--- src/rtl/fetch_stage.sv ---
// Instruction fetch stage: issues sequential word fetches under a credit limit,
// queues returned {insn, pc} pairs and presents the head to register read.
module fetch_stage #(
    parameter logic [31:0] RESET_PC = 32'h0000_0000,
    parameter int          DEPTH    = 4
) (
    input  logic        clk,
    input  logic        rst,
    input  logic        stall,
    input  logic        i_redirect,
    input  logic [31:0] i_redirect_pc,
    output logic        o_imem_req_valid,
    input  logic        i_imem_req_ready,
    output logic [31:0] o_imem_addr,
    input  logic        i_imem_resp_valid,
    input  logic [31:0] i_imem_resp_data,
    output logic        o_valid,
    output logic [31:0] o_insn,
    output logic [31:0] o_pc
);
    localparam int          PW  = $clog2(DEPTH);
    localparam int          CW  = PW + 1;
    localparam logic [31:0] NOP = 32'h0000_0013;

    logic [31:0]   fetch_pc;
    logic [31:0]   q_insn [DEPTH];
    logic [31:0]   q_pc   [DEPTH];
    logic [PW-1:0] q_head, q_tail;
    logic [CW-1:0] count;
    logic [31:0]   pf_pc  [DEPTH];
    logic [PW-1:0] pf_head, pf_tail;
    logic [CW-1:0] in_flight, drop;

    logic [CW:0]   used;
    logic          req_fire, resp_fire, resp_keep, resp_drop, pop;
    logic [CW-1:0] in_flight_nx;

    // Handshakes: a request transfers on the cycle both o_imem_req_valid and
    // i_imem_req_ready are high; valid never depends on ready. Responses have
    // no backpressure and return in request order, one per valid cycle.
    // A slot in the queue is reserved for every outstanding request, so the
    // credit check alone guarantees a kept response always fits.
    assign used             = {1'b0, in_flight} + {1'b0, count};
    assign o_imem_req_valid = rst && !i_redirect && (used < (CW+1)'(DEPTH));
    assign o_imem_addr      = fetch_pc;
    assign req_fire         = o_imem_req_valid && i_imem_req_ready;
    assign resp_fire        = i_imem_resp_valid && (in_flight != '0);
    assign resp_drop        = resp_fire && (drop != '0);
    assign resp_keep        = resp_fire && (drop == '0);
    assign pop              = (count != '0) && !stall && !i_redirect;
    assign in_flight_nx     = in_flight + CW'(req_fire) - CW'(resp_fire);

    always_ff @(posedge clk or negedge rst) begin
        if (!rst) begin
            fetch_pc  <= RESET_PC;
            q_head    <= '0;
            q_tail    <= '0;
            count     <= '0;
            pf_head   <= '0;
            pf_tail   <= '0;
            in_flight <= '0;
            drop      <= '0;
        end else begin
            in_flight <= in_flight_nx;
            if (i_redirect) begin
                // Everything still outstanding after this edge belongs to the old path.
                fetch_pc <= {i_redirect_pc[31:2], 2'b00};
                q_head   <= '0;
                q_tail   <= '0;
                count    <= '0;
                pf_head  <= '0;
                pf_tail  <= '0;
                drop     <= in_flight_nx;
            end else begin
                if (req_fire) begin
                    fetch_pc <= fetch_pc + 32'd4;
                    pf_tail  <= pf_tail + PW'(1);
                end
                if (resp_keep) begin
                    pf_head <= pf_head + PW'(1);
                    q_tail  <= q_tail + PW'(1);
                end
                if (pop) begin
                    q_head <= q_head + PW'(1);
                end
                count <= count + CW'(resp_keep) - CW'(pop);
                if (resp_drop) begin
                    drop <= drop - CW'(1);
                end
            end
        end
    end

    always_ff @(posedge clk) begin
        if (req_fire) begin
            pf_pc[pf_tail] <= fetch_pc;
        end
        if (resp_keep && !i_redirect) begin
            q_insn[q_tail] <= i_imem_resp_data;
            q_pc[q_tail]   <= pf_pc[pf_head];
        end
    end

    assign o_valid = (count != '0);
    assign o_insn  = o_valid ? q_insn[q_head] : NOP;
    assign o_pc    = o_valid ? q_pc[q_head] : 32'h0;

endmodule

--- config.mk ---
export PLATFORM = sky130hd
export DESIGN_NAME = fetch_stage
export DESIGN_NICKNAME = d
export VERILOG_FILES = /design/src/rtl/fetch_stage.sv
export SDC_FILE = /design/constraint.sdc
export NUM_CORES = 1
export LEC_CHECK = 0
export ABC_AREA = 1
export CAP_MARGIN = 40
export CELL_PAD_IN_SITES_DETAIL_PLACEMENT = 0
export CELL_PAD_IN_SITES_GLOBAL_PLACEMENT = 1
export CORE_ASPECT_RATIO = 1.2
export CORE_MARGIN = 3
export CORE_UTILIZATION = 43
export CTS_BUF_LIST = sky130_fd_sc_hd__clkbuf_4
export CTS_CLUSTER_SIZE = 25
export DETAILED_ROUTE_END_ITERATION = 10
export HOLD_SLACK_MARGIN = 0.05
export PLACE_DENSITY = 0.81
export SYNTH_ARGS = -nofsm -noshare
export SYNTH_HDL_FRONTEND = slang
export SYNTH_SLANG_ARGS = --single-unit
--- constraint.sdc ---
create_clock -name clk -period 9.2 [get_ports clk]
set_clock_uncertainty 0.15 [all_clocks]
set_input_delay 1.84 -clock clk [delete_from_list [all_inputs] [get_ports clk]]
set_output_delay 1.84 -clock clk [all_outputs]
set_load 0.02 [all_outputs]
-- Word-level counts from Yosys, hierarchy flattened
Memories as Yosys holds them, arrays and structs flattened.
Cells that the tools add are included.
- flip-flop bits (word level): 49
- RAM bits: 384
- bits of input ports: 70
- output and inout port bits: 98
- word-level logic and storage cells: 61
- memories: 3
- memory list (memory ; words ; bits a word ; rd ports ; clocked after Yosys merged registers in ; write ports ; line ; RTL):
    pf_pc ; 4 ; 32 ; 1 ; 0 ; 1 ; 30 ; logic [31:0] pf_pc [DEPTH];
    q_insn ; 4 ; 32 ; 1 ; 0 ; 1 ; 26 ; logic [31:0] q_insn [DEPTH];
    q_pc ; 4 ; 32 ; 1 ; 0 ; 1 ; 27 ; logic [31:0] q_pc [DEPTH];
- add/subtract/negate cells: 11
- order comparisons: 1
- muxes and demuxes: 19
- reductions and logical operators: 19
- operators by type and width (kind ; number):
    $mux W32 ; 4
    $add A32 B3 Y32 const B ; 1
    $mux W2 ; 8
    $logic_and A1 B1 Y1 ; 9
    $mux W3 ; 3
    $reduce_bool A3 Y1 ; 3
    $add A2 B1 Y2 const B ; 4
    $reduce_bool A2 Y1 ; 4
    $add A3 B1 Y3 ; 2
    $sub A3 B1 Y3 ; 2
    $add A3 B3 Y4 ; 1
    $lt A4 B3 Y1 const B ; 1
    $mux W1 ; 4
    $logic_not A3 Y1 ; 1
    $sub A3 B1 Y3 const B ; 1
    $logic_not A1 Y1 ; 2

-- Depth between registers and ports, before layout
Gate-level depths: netlist of run 1.
- depth in word-level cells: 7
- mapped depth: 14

-- Worst setup path after synthesis of run 1
OpenSTA, ideal clock, no wires.
- path type: in2reg
- start point: input i_imem_resp_valid
- end point: memory q_insn[0][0] (enable)
- setup time: 0.482 ns
- arrival: 4.903 ns
- data required time: 8.568 ns
- setup slack: 3.665 ns
- stages: 4
- cells stage by stage: nand2_1 -> nor2_1 -> nand2_1 -> nor2_1
- word-level cells in the longest chain between the ends: 5
- RTL lines (item ; line ; RTL):
    start, declared ; 15 ; input logic i_imem_resp_valid,
    $logic_and A1 B1 Y1 ; 47 ; assign resp_fire = i_imem_resp_valid && (in_flight != '0);
    $logic_and A1 B1 Y1 ; 49 ; assign resp_keep = resp_fire && (drop == '0);
    $logic_and A1 B1 Y1 ; 98 ; if (resp_keep && !i_redirect) begin
    $mux W1 ; 98 ;
    $mux W1 (not written as such) ; 99 ; q_insn[q_tail] <= i_imem_resp_data;
    end, declared ; 26 ;
No other way between the ends.

-- Worst setup path in the final report of run 1
- start point: register q_head[0]
- end point: output o_pc[13]
- word-level cells in the longest chain between the ends: 2
- RTL lines (item ; line ; RTL):
    start, declared ; 28 ; logic [PW-1:0] q_head, q_tail;
    start signal, assigned ; 84 ; q_head <= q_head + PW'(1);
    $mem_v2 Z4 W32 ; n/a ;
    $mux W32 ; 106 ; assign o_pc = o_valid ? q_pc[q_head] : 32'h0;
    end, declared ; 19 ; output logic [31:0] o_pc
No other way between the ends.

==> summary.txt, run 1 <==
Yosys
  – Yosys reg bits: a little over 400
  – Yosys cell types: 35
  – Synth top area cells: edfxtp_1 64%, nor2_1 7.8%, dfrtp_1 6.8%, o21ai_0 5.5%, nand2_1 3.9%
  – Sequential share of the synthesized area: around 71%
  – Dominant synthesized flop cell: edfxtp_1
  – Post-Synthesis Cell Area: roughly 17,000 sq um
  – Share of Yosys cell area claimed by the top area cell type: 64.0%
  – Syn_area_per_cell: 11.4 sq um
  – Asr flop ratio synth: about 11%
  – EDFF count, synth: approximately 370
  – Ys Warns: 0
  – Post-synth top area cell: edfxtp_1
  – Mapped Cells: 1,521

Die
  – Core area: between 30,000 and 40,000 sq um
  – Starting Density: around 44%
  – # IOs: approximately 170
  – Die X: about 190 um
  – Die area: around 43,000 sq um
  – Die Y: 226 um
  – Total number of placement rows: 79

Global route
  – First-pass GRT wire length: 61,400 um
  – Total global routing overflow: 0
  – Total GRT Usage: a little under a fifth
  – Initial antenna violation count: 1
  – Largest net degree at the start of global routing: 96
  – Vias in the first global route: 11.8k

Hold path
  – Worst Hold Class: reg -> reg

Clocking
  – Root buffer cell: clkbuf_4
  – Clock buffer count from CTS: 97
  – CTS Sinks: just over 400
  – Clock Latency Late Sink: around 0.75 ns
  – Post-CTS Setup Inserts: 0
  – Clk slew on worst S/H paths: 0.06 ns
  – CTS tree: yes
  – H-tree lvl count: 3
  – PostCTS Resize Cnt: 0
  – Clock Path Buffers: 3
  – Hold_buf cts: 0

Layout
  – Layout cell share with drive strength beyond 1: a little over a tenth
  – Multi-input logic area: approximately 4500 sq um
  – Fin util: 53.2%
  – Total of fill cells in the finished design: 3,394
  – Nets: approximately 1.8k
  – P&R area growth vs syn: 20.8%
  – Storage cell area: about 12,000 sq um

Setup path
  – CP startpoint kind: register
  – Critical-path top delay cell: buf_4
  – Crit-path cells: inv_2 -> buf_4 -> o21ai_0 -> a21oi_1 -> clkdlybuf4s50_1
  – Critical Path Max Stage Delay: slightly below 0.8 ns
  – Setup CP Type: reg -> out
  – Worst setup EP type: output port
  – Arrival time at the worst endpoint: between 3 and 4 ns
  – Critical Path Fanout Max: 95
  – Required @ worst endpoint: about 7.2 ns

Detailed routing
  – Drc violations: 0
  – Detail Route met2 WL: between 15,000 and 20,000 um
  – Avg Vias per Cell: around 5.1
  – Wl on met1: 16,300 um
  – Number of DRC markers in iteration 0: 649
  – Avg WL per Cell: roughly 17 um
  – Routed Antenna Nets: 0
  – Detailed Route WL: 39,000 um
  – Top layer in use: met4
  – DRT Pass-1 Iters: 4
  – Via Count: about 12k
  – Metal3 WL: ~2500 um

Timing
  – Worst Tran Pin Value: about 0.89 ns
  – Final setup fails: 0
  – Slew Limit Headroom: between 40% and 50%
  – Period utilization: between 60% and 70%
  – RSZ-0062 raised after global routing: false
  – Final hold viol count: 0
  – Max-slew violations: 0
  – Fin crit period: approximately 5.9 ns
  – Highest clock rate: roughly 170 MHz
  – Sum of negative setup slack: 0 ns

Pwr
  – Maximum vdd ir drop: around 0.00011 V
  – Leak: 0.00750 uW
  – PwrDens: about 260 nW/um^2

Flow run
  – Maxcap violations: 0

Outcome
  – Outcome: complete, no violations

Placed design
  – # port buffers: about 160
  – RePlAce Congestion: about 0.77
  – DP HPWL: between 20,000 and 25,000 um
## worst max-delay path, delay by kind of cell, from the launching register on
family                 cells  cell delay [ns]
DFF                        1             0.63
AOI/OAI and AO/OA          2             0.57
buffers and inverters      3             1.88
## worst paths after layout
path                                        to  slack, ns  startpoint  cells after the start
worst max-delay path                  o_pc[13]       3.33   q_head[0]                      5
worst min-delay path                   drop[1]       0.42     drop[1]                      2
worst max register to register         drop[1]       6.01    count[1]                     13
worst min register to register         drop[1]       0.42     drop[1]                      2
max in group asynchronous            q_head[0]       7.34         rst                      2
min in group asynchronous       o_imem_addr[9]       1.03         rst                      2
## kinds of logic (layout without fill, tap and decap cells)
logic type                 after synthesis  after routing  share of synthesized area (%)
AOI/OAI and AO/OA                      297            297                           9.03
xor gates and xnor gates                10             10                          0.507
adders and majority gates               19             19                           1.46
buffers and inverters                  155            433                           3.87
DFF                                    415            415                           70.8
other                                    1              5                         0.0217
and+or+nand+nor                        624            624                           14.3
## power breakdown
part	internal, uW	switching, uW	leakage, uW
logic	572	962	0.00287
clock network	752	686	0.000727
registers	2230	121	0.00390
## through the flow
| step | hold slack [ns] | setup WS [ns] | std cells | power (uW) | cell area, sq um |
|---|---|---|---|---|---|
| CTS | 0.425 | 3.18 | 2328 | 5400 | 20900 |
| global route | 0.454 | 3.07 | 2329 | 5640 | 20900 |
| finish | 0.415 | 3.33 | 2329 | 5320 | 20900 |
| floorplan | 0.364 | 3.66 | 1524 | 3250 | 17300 |
| global placement | 0.397 | 3.62 | 2144 | 3870 | 19300 |
| detailed placement | 0.412 | 3.66 | 2155 | 3940 | 19600 |
## cell usage in the layout, fill, tap and decap left out, types with 17 or more instances in the layout
cell type,netlist,layout
a21oi_1,64,64
inv_1,68,68
nand2_1,179,179
clkdlybuf4s50_1,0,160
dfrtp_1,47,45
ha_1,17,17
o22ai_1,30,30
nand3_1,68,68
clkinv_1,2,30
clkbuf_4,0,132
o21ai_0,190,190
edfxtp_1,368,368
nor2_1,359,350
## flip-flops by register name (all words and copies together), names as in the netlist
name / flops
q_head: 2
q_insn: 128
count: 3
pf_pc: 120
pf_tail: 2
drop: 3
q_pc: 120
in_flight: 3
pf_head: 2
o_imem_addr: 30
q_tail: 2
## cell type report
cell class              count  share of cell area [%]
flip-flops and latches    415                    58.6
multi-input cells         954                    21.4
repair buffers            186                    9.56
clock buffers             132                    4.75
well taps                 526                    3.15
inverters                  74                    1.34
clock inverters            41                    1.18
diodes                      1                  0.0120
## synth_stat cells, types with 4 or more instances
cell        n
a21oi_1    64
buf_1       4
buf_2      14
buf_4      12
clkbuf_1   48
dfrtp_1    47
edfxtp_1  368
ha_1       17
inv_1      68
nand2_1   179
nand2_2     4
nand3_1    68
nor2_1    359
nor2_2      5
o21ai_0   190
o21bai_1    8
o22ai_1    30
xnor2_1     5
xor2_1      5
## layer usage
metal	up-vias	GRT usage (%)
met5	-	0
met2	376	30.9
met4	0	8.22
met1	5623	23.2
met3	75	3.51
li1	5746	-
Note: power is estimated with default switching activity, not from simulation.
==> run 2, diff against run 1 <==
- clock period: 9.2 -> 5.4 ns (I/O delays scaled with it)
==> summary.txt, run 2 (same netlist as run 1, synthesis figures left out) <==
Layout
  – Commonest cells after routing, fill and taps aside: 368 x edfxtp_1, 350 x nor2_1, 190 x o21ai_0, 179 x nand2_1, 160 x clkdlybuf4s50_1
  – Design Area, Final: 20,900 sq um (about the same)
  – Total of fill cells in the finished design: 3,367 (-0.80%)
  – Biggest register: q_insn
  – Commonest non-fill, non-tap cell in the layout: edfxtp_1
  – Regs by FF count: q_insn: 128 flops, pf_pc: 120 flops, q_pc: 120 flops
  – Storage cell area: 12,200 sq um (unchanged)
  – Multi-input logic area: 4440 sq um (-0.45%)
  – Max reg flops: 128 (unchanged)
  – P&R area growth vs syn: 20.8% (about the same)
  – Layout cell share with drive strength beyond 1: 12.0% (+1.0 points)
  – Nets: 1,823 (+0.33%)

Clocking
  – CTS tree: yes
  – Clock Latency Late Sink: 0.78 ns (+0.03 ns)
  – Clock Path Buffers: 3 (unchanged)
  – Post-CTS Setup Inserts: 0 (unchanged)
  – Root buffer cell: clkbuf_4
  – Hold_buf cts: 0 (unchanged)
  – Clock buffer count from CTS: 100 (+3.1%)
  – CTS Sinks: 415 (unchanged)
  – Clk slew on worst S/H paths: 0.06 ns (about the same)
  – H-tree lvl count: 3 (unchanged)
  – PostCTS Resize Cnt: 0 (unchanged)

Setup path
  – CP startpoint kind: register
  – Arrival time at the worst endpoint: 3.43 ns (-0.45 ns)
  – Critical-path top delay cell: dfrtp_4
  – R2r startpoint: pf_head[0]
  – Crit-path cells: inv_2 -> buf_4 -> o21ai_0 -> a21oi_1 -> clkdlybuf4s50_1
  – Critical R2R Capture: q_pc[2][26]
  – Critical Path Max Stage Delay: 0.76 ns (about the same)
  – Critical Path Fanout Max: 70 (-26%)
  – Worst setup EP type: output port
  – CP endpoint: o_pc[13]
  – Setup CP Type: reg -> out
  – Reg2reg path depth: 5 (-8)
  – Critical Path Start: q_head[0]
  – Required @ worst endpoint: 4.17 ns (-3.04 ns)
  – Worst R2R Setup Slack: 2.39 ns (-3.62 ns)

Detailed routing
  – Detailed Route WL: 39,800 um (+2.0%)
  – Routed Antenna Nets: 0 (unchanged)
  – Avg Vias per Cell: 5.09 (+0.31%)
  – Number of DRC markers in iteration 0: 653 (+0.62%)
  – Avg WL per Cell: 17.1 um (+1.9%)
  – DRT Pass-1 Iters: 5 (+1)
  – Drc violations: 0 (unchanged)
  – Via Count: 11.9k (+0.44%)

Global route
  – Met3 Use GR: 3.99% (+0.48 points)
  – Total global routing overflow: 0 (unchanged)
  – Largest net degree at the start of global routing: 71 (-26%)
  – Total GRT Usage: 18.5% (+0.18 points)
  – M2 GR Usage: 32.0% (+1.1 points)
  – Initial antenna violation count: 1 (unchanged)
  – GRT met1 Usage: 22.8% (-0.44 points)
  – First-pass GRT wire length: 61,900 um (+0.83%)
  – Vias in the first global route: 11.8k (+0.14%)
  – Gr busiest metal: met2

Timing
  – Period utilization: between 80% and 90%
  – Highest clock rate: 215 MHz
  – Max-slew violations: 0 (unchanged)
  – Worst Tran Pin Value: 0.852 ns (-0.0402 ns)
  – Sum of negative setup slack: 0 ns (unchanged)
  – Final setup fails: 0 (unchanged)
  – Fin crit period: 4.66 ns
  – RSZ-0062 raised after global routing: false
  – Final hold viol count: 0 (unchanged)
  – Slew Limit Headroom: 43.2% (+2.7 points)
  – Post-route setup slack: 0.741 ns (-2.59 ns)

Placed design
  – Area after DPL: 19,500 sq um (-0.51%)
  – DP Worst Slack: 1.50 ns (-2.15 ns)
  – RePlAce Congestion: 0.783 (+0.98%)
  – # port buffers: 161 (unchanged)
  – DP HPWL: 23,200 um (+1.6%)

Flow run
  – Maxcap violations: 0 (unchanged)

Pwr
  – Maximum vdd ir drop: 0.000279 V (+160%)
  – PwrDens: 444 nW/um^2 (+74%)
  – Leak: 0.00755 uW (+0.58%)

Die
  – Total number of placement rows: 79 (unchanged)
  – Die Y: 226 um (unchanged)
  – Die area: 42,600 sq um (unchanged)
  – Die X: 189 um (unchanged)
  – # IOs: 168 (unchanged)
  – Core area: 39,200 sq um (unchanged)
  – Starting Density: 44.0% (unchanged)

Hold path
  – Worst Hold Class: in -> async

Outcome
  – Outcome: complete, no violations
==> run 2: cell types whose count changed in the layout (fill, tap and decap cells not counted), moves of 3 or more <==
cell | before | now
buf_4 | 14 | 20
buf_16 | 9 | 2
clkinv_1 | 30 | 14
nor2_4 | 10 | 6
clkbuf_4 | 132 | 145
buf_12 | 1 | 4
nor2_2 | 5 | 9
==> run 2: worst min-delay path by stage <==
| stage | to | cells after the start |
|---|---|---|
| after floorplan | q_tail[0] | 1 |
| after global placement | drop[1] | 2 |
| after detailed placement | in_flight[0] | 1 |
| after CTS | o_imem_addr[14] | 2 |
| after global routing | o_imem_addr[14] | 2 |
| final | o_imem_addr[4] | 2 |
==> run 2: critical path: cells and delay by family, from the launching register on <==
family                 cells  cell delay [ns]
AO/OA/AOI/OAI              2             0.55
flip-flops                 1             0.76
buffers and inverters      3             1.35
==> run 2: area by class of cell <==
cell class / count / share of cell area (%)
Antenna cell: 1 / 0.0120
Clock buffer: 145 / 5.22
Clock inverter: 28 / 1.21
Inverter: 74 / 1.34
Multi-Input combinational cell: 954 / 21.3
Sequential cell: 415 / 58.6
Tap cell: 526 / 3.15
Timing Repair Buffer: 189 / 9.17
==> run 2: through the flow <==
step	utilization [%]	power [uW]	cells	hold WS [ns]
4_1_cts	53.2	9390	2331	0.336
5_1_grt	53.2	9810	2332	0.364
3_3_place_gp	49.6	6650	2154	0.393
3_5_place_dp	49.7	6720	2158	0.418
2_1_floorplan	-	5540	1524	0.364
6_report	53.2	9270	2332	0.395
==> run 2: power breakdown <==
| part | internal [uW] | total (uW) | switching, uW |
|---|---|---|---|
| Combinational | 980 | 2600 | 1620 |
| Sequential | 3790 | 4030 | 235 |
| Clock | 1470 | 2640 | 1170 |
| Total | 6240 | 9270 | 3030 |
==> run 2: metal layers <==
layer / vias up / share of wire, %
met5: - / 0
met4: 0 / 2.5
met3: 59 / 7.0
met2: 409 / 50
met1: 5646 / 40
li1: 5758 / -
